## src/rtl/fios_host_loader.sv

```systemverilog
`default_nettype none
// ============================================================================
// Module   : fios_host_loader
// Purpose  : Host-side front end for the FIOS cascade controller. Streams
//            3*S+1 operand words into the shared BRAM, pulses the controller
//            start, waits for done, then reads the S result words back out
//            through a 4-entry FIFO as a flow-controlled output stream.
// Revision : 1.0 - initial release
// ----------------------------------------------------------------------------
// Ports
//   clock_i, reset_i        clock, synchronous active-low reset
//   in_valid_i/in_ready_o   operand word handshake, data on in_data_i
//   out_valid_o/out_ready_i result word handshake, data on out_data_o,
//                           out_last_o marks result word S-1
//   BRAM_*                  host-side BRAM port (en/we/addr/din/dout)
//   top_reset_o             active-high controller reset (high in IDLE)
//   top_start_o             one-cycle controller start pulse
//   top_done_i              controller done level (only sampled in WAIT)
//   busy_o                  high in every state except IDLE
// ============================================================================
module fios_host_loader #(
    parameter  int S      = 8,
    parameter  int W      = 17,
    parameter  int RD_LAT = 2,
    localparam int AW     = $clog2(4 * S)
) (
    input  logic          clock_i,
    input  logic          reset_i,
    input  logic          in_valid_i,
    output logic          in_ready_o,
    input  logic [W-1:0]  in_data_i,
    output logic          out_valid_o,
    input  logic          out_ready_i,
    output logic [W-1:0]  out_data_o,
    output logic          out_last_o,
    output logic          BRAM_en_o,
    output logic          BRAM_we_o,
    output logic [AW-1:0] BRAM_addr_o,
    output logic [W-1:0]  BRAM_din_o,
    input  logic [W-1:0]  BRAM_dout_i,
    output logic          top_reset_o,
    output logic          top_start_o,
    input  logic          top_done_i,
    output logic          busy_o
);

    localparam int            IW         = $clog2(S + 1);
    localparam logic [AW-1:0] LAST_WADDR = AW'(3 * S);
    localparam logic [IW-1:0] NUM_RES    = IW'(S);
    localparam logic [IW-1:0] LAST_RES   = IW'(S - 1);

    typedef enum logic [2:0] {
        ST_IDLE  = 3'd0,
        ST_LOAD  = 3'd1,
        ST_START = 3'd2,
        ST_WAIT  = 3'd3,
        ST_READ  = 3'd4
    } state_t;

    state_t          state_q, state_d;
    logic [AW-1:0]   wcnt_q, wcnt_d;     // next operand write address
    logic [IW-1:0]   icnt_q, icnt_d;     // next result read to issue
    logic [RD_LAT-1:0] vpipe_q;          // read-in-flight markers per stage
    logic [RD_LAT-1:0] lpipe_q;          // "last result" flag riding along
    logic [W:0]      fifo_q [4];         // {last, data}
    logic [1:0]      wptr_q, rptr_q;
    logic [2:0]      cnt_q;

    logic [2:0]      w_inflight;
    logic            w_nempty;
    logic            w_issue;
    logic            w_pop;
    logic            w_push;

    // Reads still travelling through the BRAM pipeline
    always_comb begin
        w_inflight = '0;
        for (int k = 0; k < RD_LAT; k++) begin
            w_inflight = w_inflight + {2'b00, vpipe_q[k]};
        end
    end

    assign w_push   = vpipe_q[RD_LAT-1];
    assign w_nempty = (cnt_q != 3'd0);

    // Next state and outputs. While reset_i is low every output is forced
    // to its idle value (only top_reset_o high) so nothing is handshaken.
    always_comb begin
        state_d     = state_q;
        wcnt_d      = wcnt_q;
        icnt_d      = icnt_q;
        in_ready_o  = 1'b0;
        out_valid_o = 1'b0;
        out_data_o  = '0;
        out_last_o  = 1'b0;
        BRAM_en_o   = 1'b0;
        BRAM_we_o   = 1'b0;
        BRAM_addr_o = '0;
        BRAM_din_o  = '0;
        top_reset_o = 1'b1;
        top_start_o = 1'b0;
        busy_o      = 1'b0;
        w_issue     = 1'b0;
        w_pop       = 1'b0;

        if (reset_i) begin
            top_reset_o = (state_q == ST_IDLE);
            busy_o      = (state_q != ST_IDLE);
            case (state_q)
                ST_IDLE: begin
                    in_ready_o = 1'b1;
                    if (in_valid_i) begin
                        BRAM_en_o  = 1'b1;
                        BRAM_we_o  = 1'b1;
                        BRAM_din_o = in_data_i;
                        wcnt_d     = AW'(1);
                        state_d    = ST_LOAD;
                    end
                end
                ST_LOAD: begin
                    in_ready_o = 1'b1;
                    if (in_valid_i) begin
                        BRAM_en_o   = 1'b1;
                        BRAM_we_o   = 1'b1;
                        BRAM_addr_o = wcnt_q;
                        BRAM_din_o  = in_data_i;
                        // Counter parks at 3S; IDLE reloads it on the next job
                        if (wcnt_q == LAST_WADDR) begin
                            state_d = ST_START;
                        end else begin
                            wcnt_d = wcnt_q + AW'(1);
                        end
                    end
                end
                ST_START: begin
                    top_start_o = 1'b1;
                    state_d     = ST_WAIT;
                end
                ST_WAIT: begin
                    if (top_done_i) begin
                        icnt_d  = '0;
                        state_d = ST_READ;
                    end
                end
                ST_READ: begin
                    out_valid_o = w_nempty;
                    if (w_nempty) begin
                        out_data_o = fifo_q[rptr_q][W-1:0];
                        out_last_o = fifo_q[rptr_q][W];
                    end
                    w_pop = w_nempty && out_ready_i;
                    // Credit check: FIFO entries plus reads in flight never
                    // exceed the FIFO depth, so a capture always has a slot.
                    if ((icnt_q < NUM_RES) &&
                        (({1'b0, cnt_q} + {1'b0, w_inflight}) < 4'd4)) begin
                        w_issue     = 1'b1;
                        BRAM_en_o   = 1'b1;
                        BRAM_addr_o = AW'(icnt_q);
                        icnt_d      = icnt_q + IW'(1);
                    end
                    if (w_pop && fifo_q[rptr_q][W]) begin
                        state_d = ST_IDLE;
                    end
                end
                default: begin
                    state_d = ST_IDLE;
                end
            endcase
        end
    end

    always_ff @(posedge clock_i) begin
        if (!reset_i) begin
            state_q <= ST_IDLE;
            wcnt_q  <= '0;
            icnt_q  <= '0;
            vpipe_q <= '0;
            lpipe_q <= '0;
            wptr_q  <= '0;
            rptr_q  <= '0;
            cnt_q   <= '0;
        end else begin
            state_q    <= state_d;
            wcnt_q     <= wcnt_d;
            icnt_q     <= icnt_d;
            vpipe_q[0] <= w_issue;
            lpipe_q[0] <= w_issue && (icnt_q == LAST_RES);
            for (int k = 1; k < RD_LAT; k++) begin
                vpipe_q[k] <= vpipe_q[k-1];
                lpipe_q[k] <= lpipe_q[k-1];
            end
            if (w_push) begin
                wptr_q <= wptr_q + 2'd1;
            end
            if (w_pop) begin
                rptr_q <= rptr_q + 2'd1;
            end
            case ({w_push, w_pop})
                2'b10:   cnt_q <= cnt_q + 3'd1;
                2'b01:   cnt_q <= cnt_q - 3'd1;
                default: cnt_q <= cnt_q;
            endcase
        end
    end

    // FIFO storage needs no reset; occupancy and pointers qualify it
    always_ff @(posedge clock_i) begin
        if (reset_i && w_push) begin
            fifo_q[wptr_q] <= {lpipe_q[RD_LAT-1], BRAM_dout_i};
        end
    end

endmodule
`default_nettype wire

```

## config.mk

```make
export PLATFORM = sky130hd
export DESIGN_NAME = fios_host_loader
export DESIGN_NICKNAME = d
export VERILOG_FILES = /design/src/rtl/fios_host_loader.sv
export SDC_FILE = /design/constraint.sdc
export NUM_CORES = 1
export LEC_CHECK = 0
export CAP_MARGIN = 40
export CORE_ASPECT_RATIO = 0.6
export CORE_UTILIZATION = 25
export CTS_CLUSTER_SIZE = 30
export DETAILED_ROUTE_END_ITERATION = 6
export PLACE_DENSITY = 0.53
export SYNTH_ARGS = -nofsm -noshare
export SYNTH_HDL_FRONTEND = slang
export SYNTH_SLANG_ARGS = --single-unit
```

## constraint.sdc

```tcl
create_clock -name clock_i -period 2.39 [get_ports clock_i]
set_clock_uncertainty 0.1 [all_clocks]
set_input_delay 0.478 -clock clock_i [delete_from_list [all_inputs] [get_ports clock_i]]
set_output_delay 0.478 -clock clock_i [all_outputs]
set_load 0.01 [all_outputs]
```

==> implementation parameters <==
Parameter                              Value

Drt
  WL final    11050 um
  Routed wirelength normalized by instance count    16.28 um
  Post-detailed-route DRC marker count    0
  Vias per inst    between 4 and 5
  Routed vias    2998
  Initial DRC Count    218
  Count of nets left with antenna violations after detail routing    0
  Router iterations before antenna repair    4

Critical path
  Worst-path fanout max    2
  Classification of the worst setup path    register to primary output
  Worst stage delay on the critical path    0.34 ns
  Kind of start point of the critical path    register
  Crit path required time    1.81 ns
  Cell with the largest stage delay on the worst path    dfxtp_2
  Sequence of cells on the critical path    ha_4 -> a21o_1 -> a2111oi_4 -> buf_4 -> a32oi_1 -> nor2_1 -> buf_2
  Arr. time, crit path    between 1.5 and 2 ns
  Capturing element type of the critical path    primary output

Outcome
  Violated checks    negative setup slack
  Outcome    finished, violations left

Finish
  Post-route design area    6382 um2
  Fill cell total of the finished layout    between 1500 and 2000
  Growth of design area from synthesis to finish    51.28%
  ANT cells    0
  Multi-input logic area    between 1500 and 2000 um2
  Final-stage net count    495
  Final core utilization    39.03%
  Share of post-route cells with drive strength above 1    between 40% and 50%
  Area taken by flip-flops and latches    ~2700 um2

Logic synthesis
  Synthesized-area fraction occupied by and/or/nand/nor cells    14.47%
  Post-synthesis instance total    slightly below 300
  Nets in the synthesized netlist    340
  Avg Synthesized Cell Area    14.50 um2
  Fraction of registers with async set/reset    0%
  Post-synth design cell area    4219 um2
  Largest family of logic cells by synthesized area    simple AND/OR/NAND/NOR gates
  Leading cell types by total area after synthesis    edfxtp_1 (51%), dfxtp_1 (12%), mux4_2 (9.6%)
  Count of flip-flops with a built-in enable after synthesis    between 70 and 80
  Synthesis warning total    0
  FF+latch count, synth    97
  Sequential element share of the synthesized area    63.11%
  Proportion of synthesized area in mux cells    10.82%
  Most used flip-flop cell after synthesis    edfxtp_1
  Xor-xnor portion of the synthesized cell area    1.661%
  Arithmetic-cell share of the synthesized area counting full adders, half adders and majority gates    3.144%
  Cell taking the most area after synthesis    edfxtp_1
  Synthesized-area fraction occupied by ao, oa, aoi and oai cells    4.330%
  Fraction of synthesized cell area taken by the top area cell type    51.25%
  Post-synthesis cell type count    46

CTS
  Clock edge transition at the registers on the reported setup and hold paths    0.07 ns
  Number of clock buffers inserted by TritonCTS    9
  Clock sink count    97
  Number of buffers on the longest clock path    2
  Hold_buf cts    0
  Clock root buffer master    clkbuf_16
  CTS HTree Levels    3
  TritonCTS clock tree    built
  Clock latency at the later pin of the worst-skew pair    approximately 0.34 ns

Floorplan
  DIE AREA    17420 um2
  Vertical extent of the die    102.6 um
  Overall die width    ~170 um
  Initial core utilization    25.80%
  Number of top-level pins    86
  FP Rows    36
  Placeable Area    roughly 16000 um2

STA
  Endpoints failing hold    0
  Transition at the pin with the smallest max-transition slack    0.4999 ns
  Total count of max-transition violations in the final report    0
  Setup-failing EPs final    22
  Max_slew headroom    between 60% and 70%
  RSZ-0062 raised after global routing    yes
  Post-route clock period utilization    104.1%
  Hold slack final    0.3489 ns
  Min Clock Period, post-route    between 2 and 2.5 ns
  Final setup margin    -0.09712 ns
  Maximum frequency from static timing analysis    402.1 MHz

Placement
  Final estimated routing congestion in global placement    0.8161
  Detailed-placement wirelength estimate    approximately 6600 um
  Placed Instance Area    approximately 5700 um2
  Number of buffers inserted by port buffering    85
  Pre-CTS WS    -0.6829 ns

GRT
  Initial antenna violation count    0
  Overall overflow remaining after global route    0
  Aggregate global-route resource usage    12.94%
  Wire length of the first global-routing pass    16420 um
  Largest net degree at the start of global routing    19
  Vias in the first global route    ~2900

Flow run
  Max Cap Violations    0

Hold path
  Path class of the lowest-slack min-delay path    register to register

Pwr
  Worst IR Drop VDD    308.2 uV
  Reported leakage power    between 2 and 2.5 nW
  P per Cell Area    546.5 nW/um2
cell type report:
| class | instances | area share (%) |
|---|---|---|
| clock inverters | 6 | 1.078 |
| inverters | 12 | 0.7057 |
| repair buffers | 156 | 22.11 |
| flip-flops and latches | 97 | 41.93 |
| multi-input cells | 170 | 26.11 |
| clock buffers | 10 | 3.588 |
| well taps | 228 | 4.470 |
synth_stat cells, types with 2 or more instances:
cell type   n
nand2_1     7
clkbuf_1   12
dfxtp_1    25
xnor2_1     4
a32oi_1     4
nand2b_1    2
and3_1     25
nor3_1      6
nor3b_1     3
buf_2       2
and2_1      2
xor2_1      4
nand4b_1    2
mux4_2     18
edfxtp_1   72
a21oi_1     5
or3_1       2
ha_1        9
nor2b_1    21
inv_1      11
a21o_1      2
nand4_1     2
o21ai_0     3
nor2_1     21
o31ai_1     2
nand3_1     2
mux2i_1     4
state kept, by name, summed over array words and instances (netlist names), named ones only:
name and count:
lpipe_q 2, wcnt_q 5, fifo_q 72, icnt_q 4, wptr_q 2, rptr_q 2
vpipe_q 2, cnt_q 3, state_q 3
layer usage:
metal	up-vias	global-route usage (%)	share of wire (%)
met2	62	20.21	46
met5	-	0	0
met4	0	4.158	1.3
met3	9	3.378	4.4
li1	1426	-	-
met1	1501	17.63	48
repair_timing:
action                     CTS  global route
cloned                       5             0
setup buffers               28             8
resized for setup          201            51
setup endpoints to repair   48            42
pin swaps                   10            18
metrics by stage:
stage	power (mW)	TNS (ns)	std cells
5_1_grt	3.601	-3.453	679
2_1_floorplan	1.910	0	291
3_5_place_dp	2.058	-23.78	627
6_report	3.488	-1.014	679
3_3_place_gp	2.053	-22.07	627
4_1_cts	3.507	-1.681	675
layout by cell type (no fill, tap or decap), types with 8 or more instances in the layout:
master           synthesis  layout
edfxtp_1                72      72
buf_4                    0      46
clkdlybuf4s50_1          0      36
buf_2                    2      30
buf_6                    0      28
nor2_1                  21      19
mux4_2                  18      18
dfxtp_1                 25      18
nor2b_1                 21      17
and3_1                  25      17
inv_1                   11      11
clkbuf_16                0       9
and3_4                   0       8
buf_12                   0       8
worst paths after layout:
path,start,end,slack [ns],cells past startpoint
worst min register to register,lpipe_q[0]$_SDFF_PN0_,lpipe_q[1]$_SDFF_PN0_,0.35,1
worst max-delay path,cnt_q[0]$_SDFFE_PN0P_,BRAM_addr_o[2],-0.1,7
worst min-delay path,lpipe_q[0]$_SDFF_PN0_,lpipe_q[1]$_SDFF_PN0_,0.35,1
worst max register to register,state_q[2]$_SDFFE_PN0P_,cnt_q[2]$_SDFFE_PN0P_,0.08,12
kinds of logic after synthesis:
kind of cell               count (synthesis)
buffers and inverters                     27
AOI/OAI and AO/OA                         23
muxes                                     23
DFF                                       97
xor gates and xnor gates                   8
and+or+nand+nor                          103
adders and majority gates                 10
worst max-delay path, delay by kind of cell, from the launching register on:
family | cells | cell delay, ns
buffers and inverters | 2 | 0.31
adders and majority gates | 1 | 0.23
AOI/OAI and AO/OA | 3 | 0.56
and+or+nand+nor | 1 | 0.11
DFF | 1 | 0.34
power breakdown:
part	internal (mW)	switching (mW)	total, mW
combinational	0.142	0.100	0.243
sequential	1.80	0.00408	1.81
clock	0.815	0.622	1.44
No activity file was read; power rests on OpenSTA's default activity.
